`config.mk`:
```
export PLATFORM = sky130hd
export DESIGN_NAME = maquina_estados_param
export DESIGN_NICKNAME = d
export VERILOG_FILES = /design/src/rtl/maquina_estados_param.sv
export SDC_FILE = /design/constraint.sdc
export NUM_CORES = 1
export LEC_CHECK = 0
export ABC_AREA = 1
export CORE_UTILIZATION = 43
export DETAILED_ROUTE_END_ITERATION = 12
export GPL_TIMING_DRIVEN = 0
export HOLD_SLACK_MARGIN = 0.15
export MAX_ROUTING_LAYER = met4
export PLACE_DENSITY = 0.93
export SLEW_MARGIN = 5
export SYNTH_ARGS = -nofsm -noshare
export SYNTH_HDL_FRONTEND = slang
export SYNTH_SLANG_ARGS = --single-unit
```
`constraint.sdc`:
```
create_clock -name clk -period 1.82 [get_ports clk]
set_input_delay 0.182 -clock clk [delete_from_list [all_inputs] [get_ports clk]]
set_output_delay 0.182 -clock clk [all_outputs]
set_load 0.03 [all_outputs]
```
`src/rtl/maquina_estados_param.sv`:
```
// =============================================================================
// maquina_estados_param : flow-control FSM supervising a bank of NUM_FIFOS FIFOs
// Optional feature macro: MAQUINA_THRESH_CHECK_EN (rejects empty >= full thresholds)
// Revision: 1.0
// =============================================================================
`default_nettype none

module maquina_estados_param #(
  parameter int NUM_FIFOS = 8,
  parameter int PTR       = 3
) (
  input  logic                         clk,
  input  logic                         reset,
  input  logic                         init,
  input  logic [PTR-1:0]               full_threshold,
  input  logic [PTR-1:0]               empty_threshold,
  input  logic [NUM_FIFOS-1:0]         fifos_empty,
  input  logic [NUM_FIFOS-1:0]         fifos_error,
  input  logic [NUM_FIFOS*(PTR+1)-1:0] fifos_count,
  output logic [PTR-1:0]               fifos_full_threshold,
  output logic [PTR-1:0]               fifos_empty_threshold,
  output logic [NUM_FIFOS-1:0]         almost_full,
  output logic [NUM_FIFOS-1:0]         almost_empty,
  output logic                         idle,
  output logic                         error,
  output logic [NUM_FIFOS-1:0]         error_fifo,
  output logic [2:0]                   state
);

  typedef enum logic [2:0] {
    S_RESET  = 3'd0,
    S_INIT   = 3'd1,
    S_IDLE   = 3'd2,
    S_ACTIVE = 3'd3,
    S_ERROR  = 3'd4
  } state_t;

  state_t                r_state;
  state_t                w_next;
  logic                  w_load;
  logic                  w_thr_bad;
  logic                  w_all_empty;
  logic                  w_any_err;
  logic [PTR-1:0]        r_full_thr;
  logic [PTR-1:0]        r_empty_thr;
  logic [NUM_FIFOS-1:0]  r_almost_full;
  logic [NUM_FIFOS-1:0]  r_almost_empty;
  logic [NUM_FIFOS-1:0]  r_error_fifo;
  logic                  r_idle;
  logic                  r_error;
  logic [NUM_FIFOS-1:0]  w_af;
  logic [NUM_FIFOS-1:0]  w_ae;

  assign w_all_empty = &fifos_empty;
  assign w_any_err   = |fifos_error;

`ifdef MAQUINA_THRESH_CHECK_EN
  assign w_thr_bad = (empty_threshold >= full_threshold);
`else
  assign w_thr_bad = 1'b0;
`endif

  // Thresholds are zero-extended so a completely full FIFO (count == 2^PTR)
  // always compares as almost-full.
  for (genvar i = 0; i < NUM_FIFOS; i++) begin : g_flags
    logic [PTR:0] w_cnt;
    assign w_cnt   = fifos_count[i*(PTR+1) +: PTR+1];
    assign w_af[i] = (w_cnt >= {1'b0, r_full_thr});
    assign w_ae[i] = (w_cnt <= {1'b0, r_empty_thr});
  end

  always_comb begin
    w_next = S_RESET;
    w_load = 1'b0;
    case (r_state)
      S_RESET:  w_next = S_INIT;
      S_INIT: begin
        if (init) begin
          if (w_thr_bad) begin
            w_next = S_ERROR;
          end else begin
            w_next = S_INIT;
            w_load = 1'b1;
          end
        end else begin
          w_next = w_all_empty ? S_IDLE : S_ACTIVE;
        end
      end
      S_IDLE, S_ACTIVE: begin
        if (w_any_err)  w_next = S_ERROR;
        else if (init)  w_next = S_INIT;
        else            w_next = w_all_empty ? S_IDLE : S_ACTIVE;
      end
      S_ERROR:  w_next = init ? S_INIT : S_ERROR;
      default:  w_next = S_RESET;
    endcase
  end

  // All outputs are registered from the next state so they line up with it.
  always_ff @(posedge clk) begin
    if (!reset) begin
      r_state        <= S_RESET;
      r_full_thr     <= '0;
      r_empty_thr    <= '0;
      r_almost_full  <= '0;
      r_almost_empty <= '0;
      r_error_fifo   <= '0;
      r_idle         <= 1'b0;
      r_error        <= 1'b0;
    end else begin
      r_state <= w_next;
      if (w_load) begin
        r_full_thr  <= full_threshold;
        r_empty_thr <= empty_threshold;
      end
      if (w_next == S_IDLE || w_next == S_ACTIVE) begin
        r_almost_full  <= w_af;
        r_almost_empty <= w_ae;
      end else begin
        r_almost_full  <= '0;
        r_almost_empty <= '0;
      end
      if (w_next == S_INIT)
        r_error_fifo <= '0;
      else if (r_state != S_RESET && r_state != S_INIT)
        r_error_fifo <= r_error_fifo | fifos_error;
      r_idle  <= (w_next == S_IDLE);
      r_error <= (w_next == S_ERROR);
    end
  end

  assign fifos_full_threshold  = r_full_thr;
  assign fifos_empty_threshold = r_empty_thr;
  assign almost_full           = r_almost_full;
  assign almost_empty          = r_almost_empty;
  assign error_fifo            = r_error_fifo;
  assign idle                  = r_idle;
  assign error                 = r_error;
  assign state                 = r_state;

endmodule

`default_nettype wire

```
# == After elaboration in Yosys (flattened, before gate mapping) ==
# Cells that the tools add are included.
# classes
n_addsub,0
mul,0
div_mod_pow,0
order_cmp,16
eq_ne,9
shift,0
n_mux,7
bitwise_logic,2
n_reduce_logical,9
# op_table
cell,count
$ge 4x3->1,8
$le 4x3->1,8
$eq 3x2->1 const B,4
$pmux 3 s4,1
$or 8x8->8,1
$reduce_and 8->1,1
$reduce_or 8->1,1
$eq 3x1->1 const B,2
$eq 3x3->1 const B,2
$mux 3,2
$reduce_or 2->1,2
$logic_not 3->1,1
$mux 1,3
$ne 3x1->1 const B,1
$reduce_bool 3->1,1
$mux 2,1
$reduce_and 2->1,1
$logic_and 1x1->1,1
$logic_or 1x1->1,1
$not 1->1,1
# word_totals
regBits,35
latch_bits,0
ram_bits,0
rom_bits,0
inputBits,57
elab_cells,51
n_memories,0

# == Longest topological paths before layout ==
# depth
depth_word,8
depth_mapped,8
mapped_depth_nobuf,8

# == Worst setup path after synthesis ==
# No wires, ideal clock.
# synth_timing
kind,register -> register
start,register r_empty_thr[1] (netlist: fifos_empty_threshold[1])
end,register r_almost_empty[6] (netlist: almost_empty[6])
setup_ns,0.064
t_arrival_ns,1.486
setup_slack_ns,0.270
stages_incl_launch_ff,9
path_buffers,0
period_less_slack_ns,1.550
cell_sequence,dfxtp_1 -> inv_1 -> ha_1 -> inv_1 -> nor2_1 -> o21a_1 -> o21ai_0 -> nand2_1 -> nor2_1
# synth_between
elab_chain_len,1
# synth_lines
element,line,rtl
"start, declared",45,logic [PTR-1:0] r_empty_thr;
"start signal, assigned",114,r_empty_thr <= empty_threshold;
$le 4x3->1,69,"assign w_ae[i] = (w_cnt <= {1'b0, r_empty_thr});"
"end signal, assigned",118,r_almost_empty <= w_ae;
"end, declared",47,logic [NUM_FIFOS-1:0] r_almost_empty;
# Every way passes these cells.
# A chain may end at the register's enable or synchronous reset.

# == Final worst setup path ==
# layout_timing
start,register r_empty_thr[0] (netlist: fifos_empty_threshold[0])
end,output fifos_empty_threshold[0]
# layout_rtl
element,line,rtl
"end, declared",21,"output logic [PTR-1:0] fifos_empty_threshold,"
# No word-level cell between the ends.

==> impl_results.md <==
* Largest net degree at the start of global routing at 13
* First-pass GRT wire length at around 8900 um
* Area Growth Syn to Fin at 51.09%
* Setup Buffers After CTS at 0
* Mapped Nets at roughly 370
* Crit path DAT at about 1500 ps
* Worst path depth at 1
* Slew at the pin with the worst max-slew slack at slightly below 400 ps
* Avg Cell Area, Syn at ~8.3 sq um
* Max-cap violations at 0
* Worst r2r src: fifos_empty_threshold[1]
* Max IR drop VDD at roughly 340 uV
* Top cell type's share of synthesized area at 0.3226
* Synth area leader: dfxtp_1
* Clock buffer depth at 2
* Drt wl/cell at approximately 13 um
* Vias per Instance at a little under 5
* Detailed Routing Iterations Pass 1 at 4
* Number of buffers created by CTS at 5
* Flop pwr share at 0.383
* DRC at 0
* Floorplan row count at 25
* CP Launch Type: flop
* Grt ovf at 0
* Period utilisation layout at 0.9230
* Hold depth at 2
* #FFs+latches synth at 35
* FF-to-FF path depth at 7
* Initial Utilization at 0.4539
* Initial antenna violation count at 0
* CTS clk-pin slew, worst paths at approximately 70 ps
* Reg2Reg Capture Point: almost_empty[1]
* Worst-path cell chain: clkdlybuf4s50_1
* Dpl hpwl at ~4400 um
* Pwr dens at approximately 660 nW/um^2
* FFs w/ async S/R, synth at 0
* FMAX at ~0.60 GHz
* DRT Wirelength at ~5600 um
* Number of flops mapped to enable cells by yosys at 0
* Post-layout util at 0.6858
* Synth top area cells: dfxtp_1 32%, ha_1 28%, nor2_1 6.9%
* Share of cells above drive strength 1 at 0.07778
* Psw at approximately 650 uW
* Root buffer cell: clkbuf_8
* Max incr delay on CP at roughly 720 ps
* Syn Std Cell Area at around 2200 sq um
* Largest delay share family, worst path: buffers and inverters
* Die Width at about 73 um
* Prevailing post-synth register cell: dfxtp_1
* Cells after Synth at approximately 260
* Top cells by count, synth: 48 x ha_1, 40 x nor2_1, 35 x dfxtp_1
* Worst Path Required at around 1600 ps
* Starting DRC count in detailed routing at 55
* H-tree Lvls at 2
* Die area at about 5300 sq um
* Hold Startpoint: fifos_count[31]
* Leak at ~0.0015 uW
* Switching Share at 0.2998
* YS warnings at 0
* Worst Skew at 6.140 ps
* Slowest CP cell: clkdlybuf4s50_1
* Area of the multi-input gates at approximately 1300 sq um
* Critical path class: reg2out
* CTS tree: built
* Clock sink total at 35
* # diodes at 0
* RD Place Congestion at between 0.8 and 0.9
* Final hold vios at 0
* Status: complete, no violations
* Clock latency on the worst-skew pair at approximately 290 ps
* Count of input and output buffers at 91
* Worst Path Buf+Inv at 1
* Overall Global Routing Usage at 0.2279
* Critical Path Fanout Max at 10
* Vias in the first global route at a little over 2000
* Int Pwr at roughly 1500 uW
* CP Capture Type: primary output
* Die extent in y at around 73 um
* Antenna-violating nets left at 0
* Register area at approximately 700 sq um
* Sequential share of the synthesized area at 0.3226
* Core ar. at around 4800 sq um
* Clock share of power at 0.323
* Combinational share of power at 0.295
* Normalized max-slew margin at 0.7352
* Netlist cell types at 25
* Finish-stage setup viols at 0
* Setup TNS at 0 ps
* Nets@finish at 464
* Most common cell in the netlist: ha_1
* RSZ-0062 raised after global routing: false
* FILL cells at between 300 and 400
* Via count at approximately 2100
* Ports at 92
* Max Slew Vio Count at 0
* Min-Delay Path Class: in2reg
* R2R Setup Slk at roughly 290 ps
* Fin crit period at 1680 ps
* Hold EP: almost_empty[7]
[state kept, by name, summed over array words and instances, names as in the netlist]
signal,count
error,1
fifos_empty_threshold,3
fifos_full_threshold,3
almost_empty,8
state,3
idle,1
error_fifo,8
almost_full,8
[kinds of logic (layout without fill, tap and decap cells)]
group,after synthesis,count (layout),share of synthesized area
flip-flops,35,35,0.3226
AO/OA/AOI/OAI,62,62,0.1745
AND/OR/NAND/NOR,81,81,0.1619
buffers and inverters,35,134,0.06451
adder cells (fa/ha/maj),48,48,0.2765
[power by group through the flow]
stage	Combinational, uW	Clock [uW]	Sequential [uW]
floorplan	286	0	904
global placement	600	0	842
detailed placement	633	0	843
CTS	640	711	826
global route	713	746	830
finish	636	696	826
[cells in the final DEF (no fill, tap or decap)]
cell	netlist	final
clkdlybuf4s50_1	0	91
ha_1	48	48
nor2_1	40	40
dfxtp_1	35	33
inv_1	30	30
nand2_1	22	22
o21ai_0	20	20
a21oi_1	19	19
nand3_1	9	9
a21boi_0	8	8
a21oi_2	8	8
clkbuf_8	0	5
o21bai_1	3	3
nor3_1	3	3
o21a_1	3	3
inv_2	2	2
dfxtp_2	0	2
o21ai_2	1	1
nand2_2	1	1
nand3_2	1	1
buf_6	1	1
nor3_4	1	1
nand4_1	1	1
clkbuf_1	1	1
and3_2	1	1
and2_1	1	1
buf_2	1	1
nor2_2	1	1
bufinv_16	0	1
clkinv_4	0	1
clkinv_2	0	1
[worst max-delay path by stage]
stage | from | end | slack [ps]
final | fifos_empty_threshold[0] | fifos_empty_threshold[0] | 140
after CTS | fifos_empty_threshold[0] | fifos_empty_threshold[0] | 130
after floorplan | fifos_empty_threshold[1] | almost_empty[6] | 270
after global placement | fifos_error[7] | almost_empty[4] | 230
after detailed placement | fifos_error[7] | almost_empty[5] | 180
after global routing | fifos_empty_threshold[0] | fifos_empty_threshold[0] | 110
[per-stage QoR]
| stage | worst slack, ps | hold slack [ps] | cell area [sq um] | instances | power, uW |
|---|---|---|---|---|---|
| floorplan | 269.7 | 249.9 | 2172 | 261 | 1190 |
| global placement | 233.8 | 461.2 | 3167 | 419 | 1442 |
| detailed placement | 182.4 | 472.2 | 3167 | 419 | 1475 |
| CTS | 134.5 | 445.0 | 3282 | 427 | 2177 |
| global route | 108.6 | 451.9 | 3282 | 427 | 2289 |
| finish | 140.2 | 450.6 | 3282 | 427 | 2159 |
[per-layer routing]
| layer | GRT usage | share of wire | up-vias |
|---|---|---|---|
| li1 | - | - | 1071 |
| met1 | 0.2390 | 0.41 | 945 |
| met2 | 0.4136 | 0.54 | 61 |
| met3 | 0.03315 | 0.039 | 9 |
| met4 | 0.1133 | 0.019 | 0 |
| met5 | - | 0 | - |
[layout make-up]
type	count	area share
buffer	3	0.006100
clock buffer	5	0.02097
clock inverter	3	0.01334
inverter	32	0.03660
multi-input combinational	191	0.4056
sequential	35	0.2143
tap	67	0.02554
timing repair buffer	91	0.2775
[repair_timing]
item,CTS,global route
setup endpoints to repair,2,0
resized for setup,2,0
hold buffers,0,0
Note: power is estimated with default switching activity, not from simulation.
